File: src/rtl/sig_bundle_byte_tx.sv
// sig_bundle_byte_tx: transmit end of the signal-bundle byte link.
// Takes one {e, f, g[0:2], h[0:2]} bundle per handshake and sends it as a
// framed byte packet. The frame is a header, six payload bytes and an
// optional XOR checksum byte.
//
// Handshake semantics (both sides): a transfer happens on the rising edge
// where valid && ready are both high. Once asserted, valid stays high and
// its payload stays stable until that transfer. Ready may change freely.
// No output depends combinationally on i_sig_vld or i_byte_rdy.
module sig_bundle_byte_tx #(
  parameter logic [3:0] SYNC   = 4'hA,
  parameter bit         CHK_EN = 1'b1
) (
  input  logic             clk,
  input  logic             rst_n,
  input  logic             i_sig_vld,
  output logic             o_sig_rdy,
  input  logic             i_sig_e,
  input  logic [1:0]       i_sig_f,
  input  logic [0:2][7:0]  i_sig_g,
  input  logic [7:0]       i_sig_h [0:2],
  output logic             o_byte_vld,
  input  logic             i_byte_rdy,
  output logic [7:0]       o_byte,
  output logic             o_sof,
  output logic             o_eof,
  output logic [15:0]      o_frm_cnt,
  output logic             o_dbg_state
);

  // Index of the final byte in the frame: the checksum byte when enabled.
  localparam logic [2:0] LAST = CHK_EN ? 3'd7 : 3'd6;

  typedef enum logic {IDLE = 1'b0, SEND = 1'b1} state_e;

  state_e          state_q, state_d;
  logic [2:0]      idx_q, idx_d;
  logic            e_q, e_d;
  logic [1:0]      f_q, f_d;
  logic [0:2][7:0] g_q, g_d;
  logic [0:2][7:0] h_q, h_d;
  logic [15:0]     cnt_q, cnt_d;

  logic [7:0]      hdr;
  logic [7:0]      csum;
  logic [7:0]      byte_sel;

  // Header and checksum come only from the registered bundle, so input
  // changes after acceptance cannot reach the stream.
  assign hdr  = {SYNC, 1'b0, f_q, e_q};
  assign csum = hdr ^ g_q[0] ^ g_q[1] ^ g_q[2] ^ h_q[0] ^ h_q[1] ^ h_q[2];

  // Select the frame byte addressed by the current index.
  always_comb begin
    byte_sel = 8'h00;
    case (idx_q)
      3'd0:    byte_sel = hdr;
      3'd1:    byte_sel = g_q[0];
      3'd2:    byte_sel = g_q[1];
      3'd3:    byte_sel = g_q[2];
      3'd4:    byte_sel = h_q[0];
      3'd5:    byte_sel = h_q[1];
      3'd6:    byte_sel = h_q[2];
      3'd7:    byte_sel = CHK_EN ? csum : 8'h00;
      default: byte_sel = 8'h00;
    endcase
  end

  // Next-state logic: capture in IDLE, walk the byte index in SEND.
  always_comb begin
    state_d = state_q;
    idx_d   = idx_q;
    e_d     = e_q;
    f_d     = f_q;
    g_d     = g_q;
    h_d     = h_q;
    cnt_d   = cnt_q;
    case (state_q)
      IDLE: begin
        if (i_sig_vld) begin
          e_d     = i_sig_e;
          f_d     = i_sig_f;
          g_d     = i_sig_g;
          h_d     = {i_sig_h[0], i_sig_h[1], i_sig_h[2]};
          idx_d   = 3'd0;
          state_d = SEND;
        end
      end
      SEND: begin
        if (i_byte_rdy) begin
          if (idx_q == LAST) begin
            idx_d   = 3'd0;
            cnt_d   = cnt_q + 16'd1;
            state_d = IDLE;
          end else begin
            idx_d = idx_q + 3'd1;
          end
        end
      end
      default: state_d = IDLE;
    endcase
  end

  // State, index, bundle and frame-counter registers; reset aborts any frame.
  always_ff @(posedge clk or negedge rst_n) begin
    if (!rst_n) begin
      state_q <= IDLE;
      idx_q   <= 3'd0;
      e_q     <= 1'b0;
      f_q     <= 2'd0;
      g_q     <= '0;
      h_q     <= '0;
      cnt_q   <= 16'd0;
    end else begin
      state_q <= state_d;
      idx_q   <= idx_d;
      e_q     <= e_d;
      f_q     <= f_d;
      g_q     <= g_d;
      h_q     <= h_d;
      cnt_q   <= cnt_d;
    end
  end

  // Outputs are decoded from registered state only.
  assign o_sig_rdy   = (state_q == IDLE);
  assign o_byte_vld  = (state_q == SEND);
  assign o_byte      = (state_q == SEND) ? byte_sel : 8'h00;
  assign o_sof       = (state_q == SEND) && (idx_q == 3'd0);
  assign o_eof       = (state_q == SEND) && (idx_q == LAST);
  assign o_frm_cnt   = cnt_q;
  assign o_dbg_state = state_q;

endmodule
File: config.mk
export PLATFORM = sky130hd
export DESIGN_NAME = sig_bundle_byte_tx
export DESIGN_NICKNAME = d
export VERILOG_FILES = /design/src/rtl/sig_bundle_byte_tx.sv
export SDC_FILE = /design/constraint.sdc
export NUM_CORES = 1
export LEC_CHECK = 0
export ABC_AREA = 1
export BUFFER_PORTS_ARGS = -buffer_cell sky130_fd_sc_hd__buf_2
export CAP_MARGIN = 20
export CORE_MARGIN = 2
export CORE_UTILIZATION = 40
export DETAILED_ROUTE_END_ITERATION = 8
export GPL_TIMING_DRIVEN = 0
export SLEW_MARGIN = 5
export SYNTH_ARGS = -nofsm -noshare
export SYNTH_HDL_FRONTEND = slang
export SYNTH_SLANG_ARGS = --single-unit
File: constraint.sdc
create_clock -name clk -period 2.9 [get_ports clk]
set_input_delay 0.87 -clock clk [delete_from_list [all_inputs] [get_ports clk]]
set_output_delay 0.87 -clock clk [all_outputs]
set_load 0.1 [all_outputs]
# Word level (Yosys, flattened, before mapping)
# Index checks and enable logic that the tools add are counted.
# W data, S select, Z words.
[word_totals] reg_bits=71 inputBits=55 output_inout_bits=29 word_cells=45
[op_classes] addsub=2 n_eq_ne=9 muxes=10 bitwise=7 reduce_logical=6
[op_table] operator="$pmux W8 S8" n=1
[op_table] operator="$xor A8 B8 Y8" n=6
[op_table] operator="$add A16 B1 Y16 const B" n=1
[op_table] operator="$eq A3 B3 Y1 const B" n=4
[op_table] operator="$mux W3" n=3
[op_table] operator="$mux W8" n=1
[op_table] operator="$eq A3 B2 Y1 const B" n=2
[op_table] operator="$pmux W3 S2" n=1
[op_table] operator="$ne A2 B2 Y1 const B" n=2
[op_table] operator="$reduce_and A2 Y1" n=2
[op_table] operator="$add A3 B1 Y3 const B" n=1
[op_table] operator="$eq A3 B1 Y1 const B" n=1
[op_table] operator="$logic_not A3 Y1" n=1
[op_table] operator="$mux W1" n=3
[op_table] operator="$reduce_and A3 Y1" n=1
[op_table] operator="$logic_and A1 B1 Y1" n=2
[op_table] operator="$pmux W1 S2" n=1
[op_table] operator="$not A1 Y1" n=1

# Depth between registers and ports, before layout
[logic_depth] word_depth=8 mapped_depth=10

# Worst setup path before layout
# No wires, ideal clock.
[synth_path] path_kind="reg-to-output" from="register state_q (netlist: o_byte_vld)" to="output port o_byte[5]" arrival_time_ns=3.375 setup_slack_ns=-1.345 path_stages_with_launch=4 cell_sequence="dfrtp_1 > buf_6 > nand2_1 > o21ai_0"
[synth_between] elab_chain_cells=1
[synth_rtl] element="from (decl)" line_no="36" source="state_e state_q, state_d;"
[synth_rtl] element="from (signal assigned)" line_no="115" source="state_q <= state_d;"
[synth_rtl] element="$mux W8" line_no="128" source="assign o_byte = (state_q == SEND) ? byte_sel : 8'h00;"
[synth_rtl] element="to (decl)" line_no="24" source="output logic [7:0] o_byte,"
# No other way between the ends.

# Final worst setup path
[layout_path] from="register idx_q[1]" to="output port o_byte[4]"
[layout_between] elab_chain_cells=3
[layout_rtl] element="from (decl)" line_no="37" source="logic [2:0] idx_q, idx_d;"
[layout_rtl] element="from (signal assigned)" line_no="116" source="idx_q <= idx_d;"
[layout_rtl] element="$eq A3 B3 Y1, or another cell as far along" line_no="56" source="case (idx_q)"
[layout_rtl] element="$pmux W8 S8 (*)" line_no="56"
[layout_rtl] element="$mux W8 (*)" line_no="128"
# Every way passes the cells marked *; elsewhere a longest branch is shown, timed or not.

==> metrics.md <==
| Metric | Value |
|---|---|
| Top FF cell, synth | dfrtp_1 |
| Synth cell types | 29 |
| Layout cells sized above 1 | 34.90% |
| Pre-Repair DR Iteration Count | 4 |
| Detailed placement HPWL | 7392 microns |
| Post-Layout Cell Count | 706 |
| Measured slew at the worst slew-check pin | 0.4932 ns |
| CP Capture Type | output port |
| CTS Root Cell | clkbuf_8 |
| Async SR Flop Fraction | 100.0% |
| DRT iter0 DRCs | 116 |
| Die H | 103.3 microns |
| FP Rows | 36 |
| Number of global-route vias before repair | 3392 |
| Vias/cell | 4.986 |
| Hold buffers post-CTS | 0 |
| CP Launch Type | flip-flop |
| Avg Inst Size Synth | 8.539 sq um |
| Main combinational cell family by area after synthesis | simple AND/OR/NAND/NOR gates |
| Fin worst setup slack | 0.01196 ns |
| Fmax | 346.3 MHz |
| Syn nets | 524 |
| Period Utilization, post-route | 99.59% |
| Register bit total from synthesis | 71 |
| Clock sinks | 71 |
| Worst Path Required | 2.03 ns |
| Post-route DRC | 0 |
| Routed Antenna Nets | 0 |
| Post-synthesis xor/xnor area fraction | 8.214% |
| Clk Latency, worst-skew pair | 0.35 ns |
| R2R Setup Slk | 0.96 ns |
| Endpoints failing setup | 0 |
| Total track usage | 20.07% |
| Largest net degree at the start of global routing | 38 |
| Simple-gate share of the synthesized area | 21.60% |
| Count of input and output buffers | 83 |
| Sequential fraction of the synthesis area | 45.04% |
| Post-Synth Adder-Cell Area | 2.220% |
| HP Class | primary input to asynchronous set/reset pin |
| GPL Wtd Cong | 0.8390 |
| Via count | 3520 |
| Slew Viols, Final | 0 |
| Final hold violations | 0 |
| Post-synthesis mux area share | 5.423% |
| Compound-Gate Fraction of Synth Area | 9.705% |
| Clk_skew | 0.006482 ns |
| Syn Inst Count | 462 |
| Clk slew on worst S/H paths | 0.07 ns |
| Max H-tree Level | 3 |
| Relative slew margins | 67.34% |
| Hold slack final | 0.4765 ns |
| Initial Utilization | 40.74% |
| RSZ-0062 raised after global routing | yes |
| Final nets | 630 |
| Status | finished, final reports clean |
| DRT Wirelength | 10600 microns |
| Worst-path fanout max | 7 |
| Boundary Pins | 84 |
| Die area | 10670 sq um |
| Max Cap Viol | 0 |
| TNS Setup | 0 ns |
| First-pass GRT wire length | 16190 microns |
| GRT Residual Overflow | 0 |
| Initial antenna violation count | 0 |
| Tmin final | 2.888 ns |
| Pre-CTS setup slack | -0.1890 ns |
| Cell Count Post-Placement | 679 |
| YS warnings | 0 |
| Clk buf depth | 2 |
| TritonCTS clock tree | built |
| Die W | 103.3 microns |
| Crit path DAT | 2.02 ns |
| Area grow syn2layout | 33.78% |
| EDFF count, synth | 0 |
| Syn Std Cell Area | 3945 sq um |
| TritonCTS Buffers | 9 |
| Routed wire length per instance | 15.01 microns |
| Antenna cell count | 0 |
| Core Area | 9684 sq um |
| Critical path class | flip-flop to output port |
==> metal layers <==
metal	global-route usage [%]	routed length [microns]	vias to the layer above
li1	-	-	1705
met2	32.77	5172	106
met3	3.763	580	19
met4	7.186	233	0
met5	0	0	-
met1	26.82	4613	1690
==> sequential cells by signal (all words and copies together) (netlist names) <==
register and flops:
e_q 1, f_q 2, g_q 24, h_q 24
idx_q 3, o_byte_vld 1, o_frm_cnt 16
==> synthesized netlist by cell type (3+ instances only) <==
master / count / share of area, %
buf_2: 8 / 1.0
ha_1: 7 / 2.2
xnor2_1: 16 / 3.6
o22ai_1: 10 / 1.6
a21oi_1: 38 / 4.8
a22o_1: 3 / 0.67
dfrtp_1: 71 / 45
o21ai_0: 12 / 1.5
inv_1: 57 / 5.4
nor3_1: 7 / 0.89
nand3_1: 29 / 3.7
mux2_2: 19 / 5.4
xor2_1: 21 / 4.7
nor2_1: 45 / 4.3
nand2_1: 95 / 9.0
o221ai_1: 3 / 0.67
==> layout by cell type, fill, tap and decap left out, types with 3 or more instances in the layout <==
| cell | count |
|---|---|
| o21ai_1 | 5 |
| mux2_2 | 19 |
| a22o_1 | 3 |
| nand2_1 | 90 |
| buf_2 | 82 |
| a21oi_4 | 6 |
| dfrtp_1 | 69 |
| xor2_1 | 21 |
| nor2_4 | 4 |
| o22ai_1 | 6 |
| inv_1 | 51 |
| a21oi_1 | 32 |
| xnor2_1 | 16 |
| inv_2 | 6 |
| clkinv_2 | 3 |
| ha_4 | 6 |
| nor2_1 | 42 |
| nand3_1 | 28 |
| nor3_2 | 5 |
| buf_4 | 14 |
| o21ai_2 | 3 |
| o21ai_0 | 3 |
| buf_12 | 10 |
| nand2_4 | 6 |
| o22ai_2 | 4 |
| clkbuf_8 | 10 |
| o221ai_2 | 3 |
==> metrics by stage <==
step,util (%),area [sq um]
floorplan,-,4041
detailed placement,47.97,4646
global route,54.50,5278
global placement,47.74,4623
finish,54.50,5278
CTS,53.05,5137
==> path summary, 6_finish.rpt <==
| path | start | endpoint | cells after the start |
|---|---|---|---|
| max | idx_q[1] | o_byte[4] | 7 |
| min | rst_n | g_q[21] | 1 |
| max reg2reg | idx_q[1] | o_frm_cnt[13] | 11 |
| min reg2reg | o_frm_cnt[15] | o_frm_cnt[15] | 1 |
| max in group asynchronous | rst_n | g_q[2] | 2 |
| min in group clk | o_frm_cnt[15] | o_frm_cnt[15] | 1 |
==> worst max-delay path: stages (launching register included) <==
cell,delay (ns)
dfrtp_1,0.43
buf_4,0.17
ha_4,0.18
nand2_2,0.23
o22ai_2,0.13
nor3_2,0.26
a21oi_4,0.10
buf_12,0.17
==> kinds of logic after synthesis <==
logic type                 count (synthesis)
muxes                                     19
adders and majority gates                  7
and+or+nand+nor                          188
buffers and inverters                     72
DFF                                       71
xor gates and xnor gates                  37
AOI/OAI and AO/OA                         68
==> repair_timing <==
item / 4_1_cts / 5_1_grt
resized for setup: 69 / 20
pin swaps: 7 / 12
hold endpoints to repair: 0 / 0
endpoints found under the setup margin: 8 / 9
buffers inserted: 7 / 5
==> cell type report <==
type                            count  area [sq um]
Fill cell                         894          4407
Multi-Input combinational cell    319          2175
Sequential cell                    71          1782
Timing Repair Buffer               96         660.6
Inverter                           60         234.0
Tap cell                          133         166.4
Clock buffer                       12         145.1
Buffer                             11         70.07
Clock inverter                      4         45.04
Power is left out: the tool's default activity adds up to more than one toggle a clock period on the data nets, which glitch-free logic cannot reach.
